## src/rtl/pool_pkg.sv

```systemverilog
// Shared types for the pooling-layer window feeder.
// Holds the feeder state encoding and the window-count helper.
package pool_pkg;

    typedef enum logic [2:0] {
        IDLE,
        S0,
        S1,
        S2,
        S3,
        S4,
        WAIT,
        DONE
    } feeder_state_t;

    // Number of 2x2 windows in a w x h map.
    function automatic int win_count(input int w, input int h);
        return (w / 2) * (h / 2);
    endfunction

endpackage

```

## src/rtl/pool_window_feeder.sv

```systemverilog
// Scans a feature map in 2x2 window order and streams each window as a
// strt pulse plus four elements; downstream hold acts only between windows.
module pool_window_feeder
    import pool_pkg::*;
#(
    parameter int DATA_WIDTH = 18,
    parameter int MAP_W      = 16,
    parameter int MAP_H      = 16,
    parameter int ADDR_WIDTH = 8
) (
    input  logic                         clk,
    input  logic                         rst_n,
    input  logic                         go,
    input  logic                         tx_done,
    input  logic                         hold,
    output logic        [ADDR_WIDTH-1:0] rd_addr,
    input  logic signed [DATA_WIDTH-1:0] rd_data,
    output logic                         strt,
    output logic signed [DATA_WIDTH-1:0] dout,
    output logic                         busy,
    output logic                         frame_done
);

    localparam int NWIN   = win_count(MAP_W, MAP_H);
    localparam int HALF_W = MAP_W / 2;

    localparam logic [ADDR_WIDTH-1:0] ONE      = ADDR_WIDTH'(1);
    localparam logic [ADDR_WIDTH-1:0] TWO      = ADDR_WIDTH'(2);
    localparam logic [ADDR_WIDTH-1:0] W_A      = ADDR_WIDTH'(MAP_W);
    localparam logic [ADDR_WIDTH-1:0] LAST_COL = ADDR_WIDTH'(HALF_W - 1);
    localparam logic [ADDR_WIDTH-1:0] LAST_ROW = ADDR_WIDTH'(NWIN / HALF_W - 1);

    feeder_state_t         state;
    logic [ADDR_WIDTH-1:0] base;
    logic [ADDR_WIDTH-1:0] row;
    logic [ADDR_WIDTH-1:0] col;
    logic [ADDR_WIDTH-1:0] nxt_base;
    logic [ADDR_WIDTH-1:0] nxt_row;
    logic [ADDR_WIDTH-1:0] nxt_col;
    logic                  last_win;

    assign dout     = rd_data;
    assign last_win = (col == LAST_COL) && (row == LAST_ROW);

    // Top-left address of the following window; wraps to the next window row.
    always_comb begin
        nxt_col  = col + ONE;
        nxt_row  = row;
        nxt_base = base + TWO;
        if (col == LAST_COL) begin
            nxt_col  = '0;
            nxt_row  = row + ONE;
            nxt_base = base + W_A + TWO;
        end
    end

    // Window sequencer; strt and rd_addr are registered with the state.
    always_ff @(posedge clk or negedge rst_n) begin
        if (!rst_n) begin
            state      <= IDLE;
            strt       <= 1'b0;
            busy       <= 1'b0;
            frame_done <= 1'b0;
            rd_addr    <= '0;
            base       <= '0;
            row        <= '0;
            col        <= '0;
        end else begin
            strt       <= 1'b0;
            frame_done <= 1'b0;
            if (tx_done) begin
                state   <= IDLE;
                busy    <= 1'b0;
                rd_addr <= '0;
                base    <= '0;
                row     <= '0;
                col     <= '0;
            end else begin
                unique case (state)
                    IDLE: begin
                        if (go) begin
                            busy <= 1'b1;
                            base <= '0;
                            row  <= '0;
                            col  <= '0;
                            if (!hold) begin
                                state   <= S0;
                                strt    <= 1'b1;
                                rd_addr <= '0;
                            end else begin
                                state <= WAIT;
                            end
                        end
                    end
                    WAIT: begin
                        if (!hold) begin
                            state   <= S0;
                            strt    <= 1'b1;
                            rd_addr <= base;
                        end
                    end
                    S0: begin
                        state   <= S1;
                        rd_addr <= base + ONE;
                    end
                    S1: begin
                        state   <= S2;
                        rd_addr <= base + W_A;
                    end
                    S2: begin
                        state   <= S3;
                        rd_addr <= base + W_A + ONE;
                    end
                    S3: begin
                        state <= S4;
                    end
                    S4: begin
                        if (last_win) begin
                            state      <= DONE;
                            frame_done <= 1'b1;
                        end else begin
                            base <= nxt_base;
                            row  <= nxt_row;
                            col  <= nxt_col;
                            if (!hold) begin
                                state   <= S0;
                                strt    <= 1'b1;
                                rd_addr <= nxt_base;
                            end else begin
                                state <= WAIT;
                            end
                        end
                    end
                    DONE: begin
                        busy  <= 1'b0;
                        state <= IDLE;
                    end
                    default: begin
                        state <= IDLE;
                    end
                endcase
            end
        end
    end

endmodule

```

## config.mk

```make
export PLATFORM = sky130hd
export DESIGN_NAME = pool_window_feeder
export DESIGN_NICKNAME = d
export VERILOG_FILES = /design/src/rtl/pool_pkg.sv /design/src/rtl/pool_window_feeder.sv
export SDC_FILE = /design/constraint.sdc
export NUM_CORES = 1
export LEC_CHECK = 0
export CORE_ASPECT_RATIO = 1.1
export CORE_MARGIN = 2
export CORE_UTILIZATION = 45
export CTS_CLUSTER_SIZE = 30
export DETAILED_ROUTE_END_ITERATION = 12
export GPL_TIMING_DRIVEN = 1
export PLACE_DENSITY = 0.71
export SETUP_SLACK_MARGIN = 0.02
export SLEW_MARGIN = 5
export SYNTH_ARGS = -nofsm -noshare
export SYNTH_HDL_FRONTEND = slang
export SYNTH_SLANG_ARGS = --single-unit
```

## constraint.sdc

```tcl
create_clock -name clk -period 3.35 [get_ports clk]
set_input_delay 0.67 -clock clk [delete_from_list [all_inputs] [get_ports clk]]
set_output_delay 0.67 -clock clk [all_outputs]
set_load 0.005 [all_outputs]
```

; Yosys cells after proc, flatten, opt, wreduce, memory -nomap -nowiden
; Index checks and enable logic that the tools add are counted.
[classes]
n_mux = 37
eq_ne = 15
add_sub_neg = 7
reduce_logical = 10
[op_table]
columns = operator, n
row1 = 8-bit 2-to-1 mux, 16
row2 = 8-bit one-hot mux with 2 select lines, 3
row3 = 8-bit one-hot mux with 6 select lines, 1
row4 = 8-bit by 1-bit adder with 8-bit output (second input constant), 4
row5 = 3-bit one-hot mux with 8 select lines, 1
row6 = 3-bit != test (second input constant), 6
row7 = 8-bit by 2-bit adder with 8-bit output (second input constant), 2
row8 = 8-bit by 3-bit equality test with 1-bit output (second input constant), 2
row9 = 3-bit 2-to-1 mux, 5
row10 = 3-bit equality test (second input constant), 4
row11 = 1-bit 2-to-1 mux, 9
row12 = 8-bit by 5-bit adder with 8-bit output (second input constant), 1
row13 = 7-bit nonzero test, 1
row14 = 3-bit by 2-bit equality test with 1-bit output (second input constant), 2
row15 = 6-bit AND reduction, 1
row16 = 3-bit nonzero test, 2
row17 = 2-bit AND reduction, 2
row18 = 4-bit AND reduction, 1
row19 = 3-bit by 1-bit equality test with 1-bit output (second input constant), 1
row20 = 3-bit zero test, 1
row21 = 1-bit one-hot mux with 3 select lines, 1
row22 = 3-bit AND reduction, 1
row23 = 1-bit one-hot mux with 2 select lines, 1
row24 = 1-bit logical AND, 1
[totals]
output_inout_bits = 29
in_bits = 23
ff_bits = 38
elab_cells = 77

; Longest topological paths before layout
; Gate-level depths: netlist of run 1.
[depth]
depth_word = 7
depth_mapped = 8
depth_no_buf = 6

; Worst setup path before layout of run 1
; No wires, ideal clock.
[synth_path]
kind = reg-to-reg
from = register row[0]
to = register rd_addr[5]
required_time_ns = 3.215
n_path_buf = 2
setup_slack_ns = 0.939
stages_incl_launch_ff = 9
period_less_slack_ns = 2.411
arrival_ns = 2.276
setup_ns = 0.135
path_cell_list = dfrtp_1 ha_1 or4bb_1 or4_4 buf_6 o22ai_4 buf_6 mux2i_1 a21oi_1
[synth_via]
elab_chain_cells = 4
[synth_rtl]
columns = element, line
row1 = start: declaration, pool_window_feeder.sv:35  ; logic [ADDR_WIDTH-1:0] row;
row2 = start signal: assignment, pool_window_feeder.sv:123  ; row <= nxt_row;
row3 = 8-bit by 3-bit equality test with 1-bit output, pool_window_feeder.sv:43  ; assign last_win = (col == LAST_COL) && (row == LAST_ROW);
row4 = 1-bit logical AND, pool_window_feeder.sv:43
row5 = 3-bit != test (no line), -
row6 = 6-bit AND reduction (no line), -
row7 = end signal: assignment, pool_window_feeder.sv:99  ; rd_addr <= base;
row8 = end signal: assignment, pool_window_feeder.sv:104  ; rd_addr <= base + ONE;
row9 = end signal: assignment, pool_window_feeder.sv:108  ; rd_addr <= base + W_A;
row10 = end: declaration, pool_window_feeder.sv:16  ; output logic [ADDR_WIDTH-1:0] rd_addr,
; Every way passes these cells.
; A chain may end at the register's enable or synchronous reset.

; Final worst setup path of run 1
[layout_path]
from = register row[0]
to = register col[2]
[layout_via]
elab_chain_cells = 4
[layout_rtl]
columns = element, line
row1 = 8-bit by 3-bit equality test with 1-bit output, pool_window_feeder.sv:43
row2 = 1-bit logical AND, pool_window_feeder.sv:43
row3 = 3-bit != test (no line), -
row4 = 3-bit AND reduction (no line), -
row5 = end signal: assignment, pool_window_feeder.sv:124  ; col <= nxt_col;
row6 = end: declaration, pool_window_feeder.sv:36  ; logic [ADDR_WIDTH-1:0] col;
; Every way passes these cells.

==> results of run 1 <==
routing by layer:
metal,share of wire,global-route usage
met5,0,0
met4,0.018,0.05423
met3,0.042,0.04126
met2,0.49,0.3138
met1,0.45,0.2634
layout make-up:
class / count / area, µm² / share of cell area
clock buffer: 7 / 86.33 / 0.03227
inverter: 6 / 22.52 / 0.008419
multi-input combinational: 220 / 1371 / 0.5126
sequential: 37 / 925.9 / 0.3461
tap: 75 / 93.84 / 0.03508
timing repair buffer: 19 / 175.2 / 0.06548
power breakdown:
part,internal [mW],total [mW],switching (mW)
Clock,0.163,0.318,0.155
Sequential,0.469,0.516,0.0471
Combinational,0.111,0.297,0.186
Total,0.744,1.13,0.388
cell families (layout without fill, tap and decap cells):
| family | after synthesis | in the layout |
|---|---|---|
| AOI/OAI and AO/OA | 91 | 91 |
| xor gates and xnor gates | 8 | 8 |
| muxes | 2 | 2 |
| buffers and inverters | 44 | 32 |
| DFF | 37 | 37 |
| and+or+nand+nor | 115 | 115 |
| adders and majority gates | 4 | 4 |
registers in the layout (all words and copies together) (netlist names):
| name | cells |
|---|---|
| col | 8 |
| rd_addr | 8 |
| base | 7 |
| state | 3 |
| frame_done | 1 |
| busy | 1 |
| strt | 1 |
| row | 8 |
worst max-delay path by stage:
stage	from	to	slack, ns
2_1_floorplan	row[0]	rd_addr[5]	0.94
3_3_place_gp	go	base[3]	0.51
3_5_place_dp	go	col[2]	0.44
4_1_cts	row[0]	col[2]	0.51
5_1_grt	row[0]	col[2]	0.28
6_report	row[0]	col[2]	0.51
synthesized netlist by cell type (all sizes together), types with 5 or more instances:
cell type   n
nor2       24
buf        22
inv         6
or4         5
o21ai      22
nand4       5
clkbuf     16
dfrtp      37
nand2      29
nand3      14
o31ai       9
a21oi      22
critical path, cell delays in order, from the launching register on:
cell	delay (ns)
dfrtp_1	0.41
ha_1	0.24
or4bb_1	0.51
or4_4	0.59
o21ai_1	0.71
o21ai_0	0.19
o21ai_0	0.11
through the flow:
| step | cell area (µm²) | util | instances | total power [mW] | hold WS (ns) |
|---|---|---|---|---|---|
| floorplan | 2546 | - | 301 | 0.7448 | 0.3744 |
| global placement | 2589 | 0.4767 | 357 | 0.8165 | 0.4613 |
| detailed placement | 2589 | 0.4767 | 357 | 0.8214 | 0.4692 |
| CTS | 2675 | 0.4926 | 364 | 1.141 | 0.4853 |
| global route | 2675 | 0.4926 | 364 | 1.206 | 0.5207 |
| finish | 2675 | 0.4926 | 364 | 1.131 | 0.4766 |
==> metrics, run 1 <==
hold wc startpoint=rd_addr[2]; Worst-path clk slew=0.07 ns; Area Growth Syn to Fin=5.062%; antenna violations before repair=0; worst reg2reg startpoint=row[0]; R2R Path End=col[2]; Post-synth ARST share=1.000; Fillers=527; diode count=0; vias in the first global route=2100; Pins Over Slew Limit=0; post-synthesis mux area share=0.007862; Compound-Gate Fraction of Synth Area=0.2408; final hold violation count=0; Fmax=0.3516 GHz; final setup skew=around 0.0051 ns; clk_lat worst skew=between 0.2 and 0.3 ns; CTS Sinks=37; Critical Path Source Type=flip-flop; CTS tree=yes; syn nets=328; Synth Warn #=0; Setup CP Type=flip-flop to flip-flop; grt total ovfl=0; minimum clock period=2.844 ns; Critical Path End Type=flip-flop; Synth Area in Simple Gates=0.2428; unrepaired setup endpoints after global routing=false; register area share after synthesis=0.3636; clock tree buffer depth=2; pin count of the biggest net entering global routing=38; HP Class=flip-flop to flip-flop; Mapped Area=2546 µm²; Power Density=422.9 nW/µm²; Max-cap violations=0; Num CTS Buffers=5; largest family of logic cells by synthesized area=simple AND/OR/NAND/NOR gates; Post-Syn Instances=301; final setup margin=0.5056 ns; post-detail-place hpwl=3992 µm; Horiz. Die Dim=75.72 µm; Leak Pwr=roughly 1.1 nW; relative slew slack=0.4246; Final period util=0.8491; proportion of layout cells with a drive suffix above 1=0.06920; total negative setup slack=0 ns; number of distinct library cells after synthesis=58; synth top area cells=dfrtp_1 36%, buf_4 5.3%, a21oi_1 4.3%; die footprint=6276 µm²; r2r setup slk=approximately 0.51 ns; most common cell after layout, fill and taps aside=dfrtp_1; Remaining DRCs=0; EDFF count, synth=0; status=complete, no violations; Vert. Die Dim=82.89 µm; Core Area=about 5400 µm²; Req. time, crit path=3.56 ns; Synth Area in Adders=0.01966; drt wl/cell=between 15 and 20 µm; top cell type's share of synthesized area=0.3636; Post-DRT Antenna Nets=0; post-CTS setup buffer count=0; CP arrival=3.05 ns; IO Pins=52; XOR/XNOR share of the synthesized area=0.02752; row cnt=28; global placement routability congestion=0.8867; Max H-tree Level=2; via count=2178; Seq cells post-synth=37; Slew @ Worst Pin=0.8632 ns; syn avg cell area=between 8 and 9 µm²; CTS root buffer=clkbuf_8; pre-CTS WS=around 0.44 ns; Synth Flop Type=dfrtp_1; Peak supply drop=0.2222 mV; critical path peak fanout=12; post-cts sizing count=0; Net count, final=316; initial drt markers=196; # port buffers=15; DRT Pass-1 Iters=4; Post-CTS Hold Fix Bufs=0; most frequent cells in the layout=37 x dfrtp_1, 29 x nand2_1, 24 x nor2_1; Yosys top cell by area=dfrtp_1; Hold Path End=rd_addr[2]; final wirelength=5717 µm; count of final setup violators=0; DR vias/cell=5.984; worst r2r path cells=6; first-pass GRT wire length=about 10000 µm; hold depth=2; Initial Util=0.4689; All-Layer GR Usage=0.1959
No activity file was read; power rests on OpenSTA's default activity.
==> inputs of run 2 (changes only) <==
--- a/config.mk
+++ b/config.mk
@@ -11,7 +11,7 @@
 export CTS_CLUSTER_SIZE = 30
 export DETAILED_ROUTE_END_ITERATION = 12
 export GPL_TIMING_DRIVEN = 1
-export PLACE_DENSITY = 0.71
+export PLACE_DENSITY = 0.74
 export SETUP_SLACK_MARGIN = 0.02
 export SLEW_MARGIN = 5
 export SYNTH_ARGS = -nofsm -noshare
==> constraint.sdc (replaced) <==
create_clock -name clk -period 2.5 [get_ports clk]
set_input_delay 0.5 -clock clk [delete_from_list [all_inputs] [get_ports clk]]
set_output_delay 0.5 -clock clk [all_outputs]
set_load 0.005 [all_outputs]
==> metrics, run 2 (same netlist as run 1, synthesis figures left out) <==
DRT Pass-1 Iters=4 (unchanged); most common cell after layout, fill and taps aside=dfrtp_1 (unchanged); Fmax=0.4229 GHz (was 0.3516 GHz); via count=2332 (was 2178); proportion of layout cells with a drive suffix above 1=0.1572 (was 0.06920); Core Area=5430 µm² (unchanged); met2 GRT Util=0.3289 (was 0.3138); Horiz. Die Dim=75.72 µm (unchanged); Post-DRT Antenna Nets=0 (unchanged); Pins Over Slew Limit=0 (unchanged); critical path peak fanout=5 (was 12); status=complete, no violations (unchanged); CTS tree=yes (unchanged); diode count=0 (unchanged); initial drt markers=148 (was 196); Tot Pwr=1.706 mW (was 1.131 mW); vias in the first global route=2134 (was 2100); Critical Path End Type=flip-flop (unchanged); Initial Util=0.4689 (unchanged); final setup skew=0.007987 ns (was 0.005074 ns); Area Growth Syn to Fin=15.09% (was 5.062%); worst r2r path cells=7 (was 6); Worst-path clk slew=0.07 ns (about the same); met1 Usage GRT=0.2687 (was 0.2634); Post-DP Area=2776 µm² (was 2589 µm²); Power Density=582.2 nW/µm² (was 422.9 nW/µm²); Final Instance Area=2930 µm² (was 2675 µm²); Worst Path Buf+Inv=1 (was 0); first-pass GRT wire length=10180 µm (was 9798 µm); Crit-path slowest cell=or4_4 (was o21ai_1); worst reg2reg startpoint=row[0] (unchanged); Vert. Die Dim=82.89 µm (unchanged); Non-Filler Instances=393 (was 364); Post-CTS Hold Fix Bufs=0 (unchanged); Max H-tree Level=2 (unchanged); Critical Path Source Type=flip-flop (unchanged); relative slew slack=0.4526 (was 0.4246); antenna violations before repair=0 (unchanged); CP startpoint=row[0] (unchanged); Num CTS Buffers=5 (unchanged); area of the multi-input gates=1383 µm² (was 1371 µm²); NetSw=540.8 µW (was 387.8 µW); Crit path max-delay family=simple AND/OR/NAND/NOR gates (unchanged); part of the power in registers=0.395 (was 0.456); Max-cap violations=0 (unchanged); All-Layer GR Usage=0.2049 (was 0.1959); final wirelength=6169 µm (was 5717 µm); Fillers=485 (was 527); IO Pins=52 (unchanged); Clock Power Share=0.314 (was 0.281); Leak Pwr=1.233 nW (was 1.074 nW); count of final setup violators=0 (unchanged); DR vias/cell=5.934 (was 5.984); CP cell instances=ha_1, or4bb_1, or4_4, o22ai_4, buf_4, or4_1, o21ai_0 (was ha_1, or4bb_1, or4_4, o21ai_1, o21ai_0, o21ai_0); storage element area=925.9 µm² (unchanged); switching part of the total=0.3170 (was 0.3427); # port buffers=15 (unchanged); slowest stage delay, CP=0.61 ns (was 0.71 ns); post-detail-place hpwl=4430 µm (was 3992 µm); Remaining DRCs=0 (unchanged); row cnt=28 (unchanged); Net count, final=344 (was 316); global placement routability congestion=0.9083 (was 0.8867); CTS Sinks=37 (unchanged); CTS root buffer=clkbuf_8 (unchanged); GRT busiest layer=met2 (unchanged); r2r setup slk=0.14 ns (was 0.51 ns); minimum clock period=2.365 ns (was 2.844 ns); met3 Use GR=0.04612 (was 0.04126); Setup CP Type=flip-flop to flip-flop (unchanged); Final period util=0.9458 (was 0.8491); placed instance count=382 (was 357); clock tree buffer depth=2 (unchanged); Internal Power=1.165 mW (was 743.6 µW); Slew @ Worst Pin=0.8211 ns (was 0.8632 ns); drt wl/cell=15.70 µm (was 15.71 µm); R2R Path End=rd_addr[3] (was col[2]); Req. time, crit path=2.67 ns (was 3.56 ns); unrepaired setup endpoints after global routing=false (unchanged); CP arrival=2.54 ns (was 3.05 ns); final hold violation count=0 (unchanged); HP Class=primary input to asynchronous set/reset pin (was flip-flop to flip-flop); die footprint=6276 µm² (unchanged); clk_lat worst skew=0.29 ns (about the same); Logic pwr share=0.291 (was 0.262); most frequent cells in the layout=37 x dfrtp_1, 31 x buf_4, 29 x nand2_1 (was 37 x dfrtp_1, 29 x nand2_1, 24 x nor2_1); pin count of the biggest net entering global routing=38 (unchanged); Peak supply drop=0.2702 mV (was 0.2222 mV); Largest regs=col x8, rd_addr x8, row x8 (unchanged); grt total ovfl=0 (unchanged)
[run 2: cell count changes in the layout (fill, tap and decap cells not counted)]
cell	change
o21ai_4	+1
bufinv_16	+1
buf_4	+27
o21ai_1	-1
buf_6	+1
[run 2: power by group through the flow]
stage | Clock (mW) | Sequential [mW] | Combinational, mW
CTS | 0.555 | 0.673 | 0.471
global placement | 0 | 0.685 | 0.464
finish | 0.536 | 0.673 | 0.496
floorplan | 0 | 0.668 | 0.330
detailed placement | 0 | 0.685 | 0.465
global route | 0.582 | 0.680 | 0.550
[run 2: how the worst max path moves through the flow]
| stage | to | cells past startpoint |
|---|---|---|
| after floorplan | rd_addr[5] | 8 |
| after global placement | base[3] | 6 |
| after detailed placement | base[3] | 6 |
| after CTS | rd_addr[7] | 7 |
| after global routing | rd_addr[3] | 7 |
| final | rd_addr[3] | 7 |
[run 2: metrics by stage]
step / hold WS, ns / TNS (ns) / utilization / setup WS, ns
detailed placement: 0.4706 / -0.5763 / 0.5113 / -0.1228
global placement: 0.4633 / -0.1153 / 0.5113 / -0.05035
CTS: 0.3225 / 0 / 0.5334 / 0.03210
floorplan: 0.2044 / 0 / - / 0.08923
global route: 0.3602 / 0 / 0.5396 / 0.02517
finish: 0.3018 / 0 / 0.5396 / 0.1354
[run 2: what timing repair did]
item,CTS,global route
buffers inserted,0,3
gates cloned,0,0
endpoints found under the setup margin,10,6
pin swaps,0,3
gates resized for setup,1,2
[run 2: layout make-up]
cell class | instances | area share
well taps | 75 | 0.03202
multi-input cells | 220 | 0.4718
repair buffers | 47 | 0.1328
flip-flops and latches | 37 | 0.3160
clock buffers | 7 | 0.02946
inverters | 6 | 0.007686
clock inverters | 1 | 0.01025
[run 2: metal layers]
| metal | routed length (µm) | vias up | share of wire |
|---|---|---|---|
| met3 | 279 | 17 | 0.045 |
| met1 | 2632 | 1121 | 0.43 |
| met2 | 3099 | 77 | 0.50 |
| met4 | 158 | 0 | 0.026 |
| met5 | 0 | - | 0 |
| li1 | - | 1117 | - |
[run 2: worst reg2reg max path: stages (launching register included)]
cell,delay (ns)
dfrtp_1,0.36
ha_1,0.18
or4bb_1,0.43
or4_4,0.61
o22ai_4,0.25
buf_4,0.16
or4_1,0.15
o21ai_0,0.11
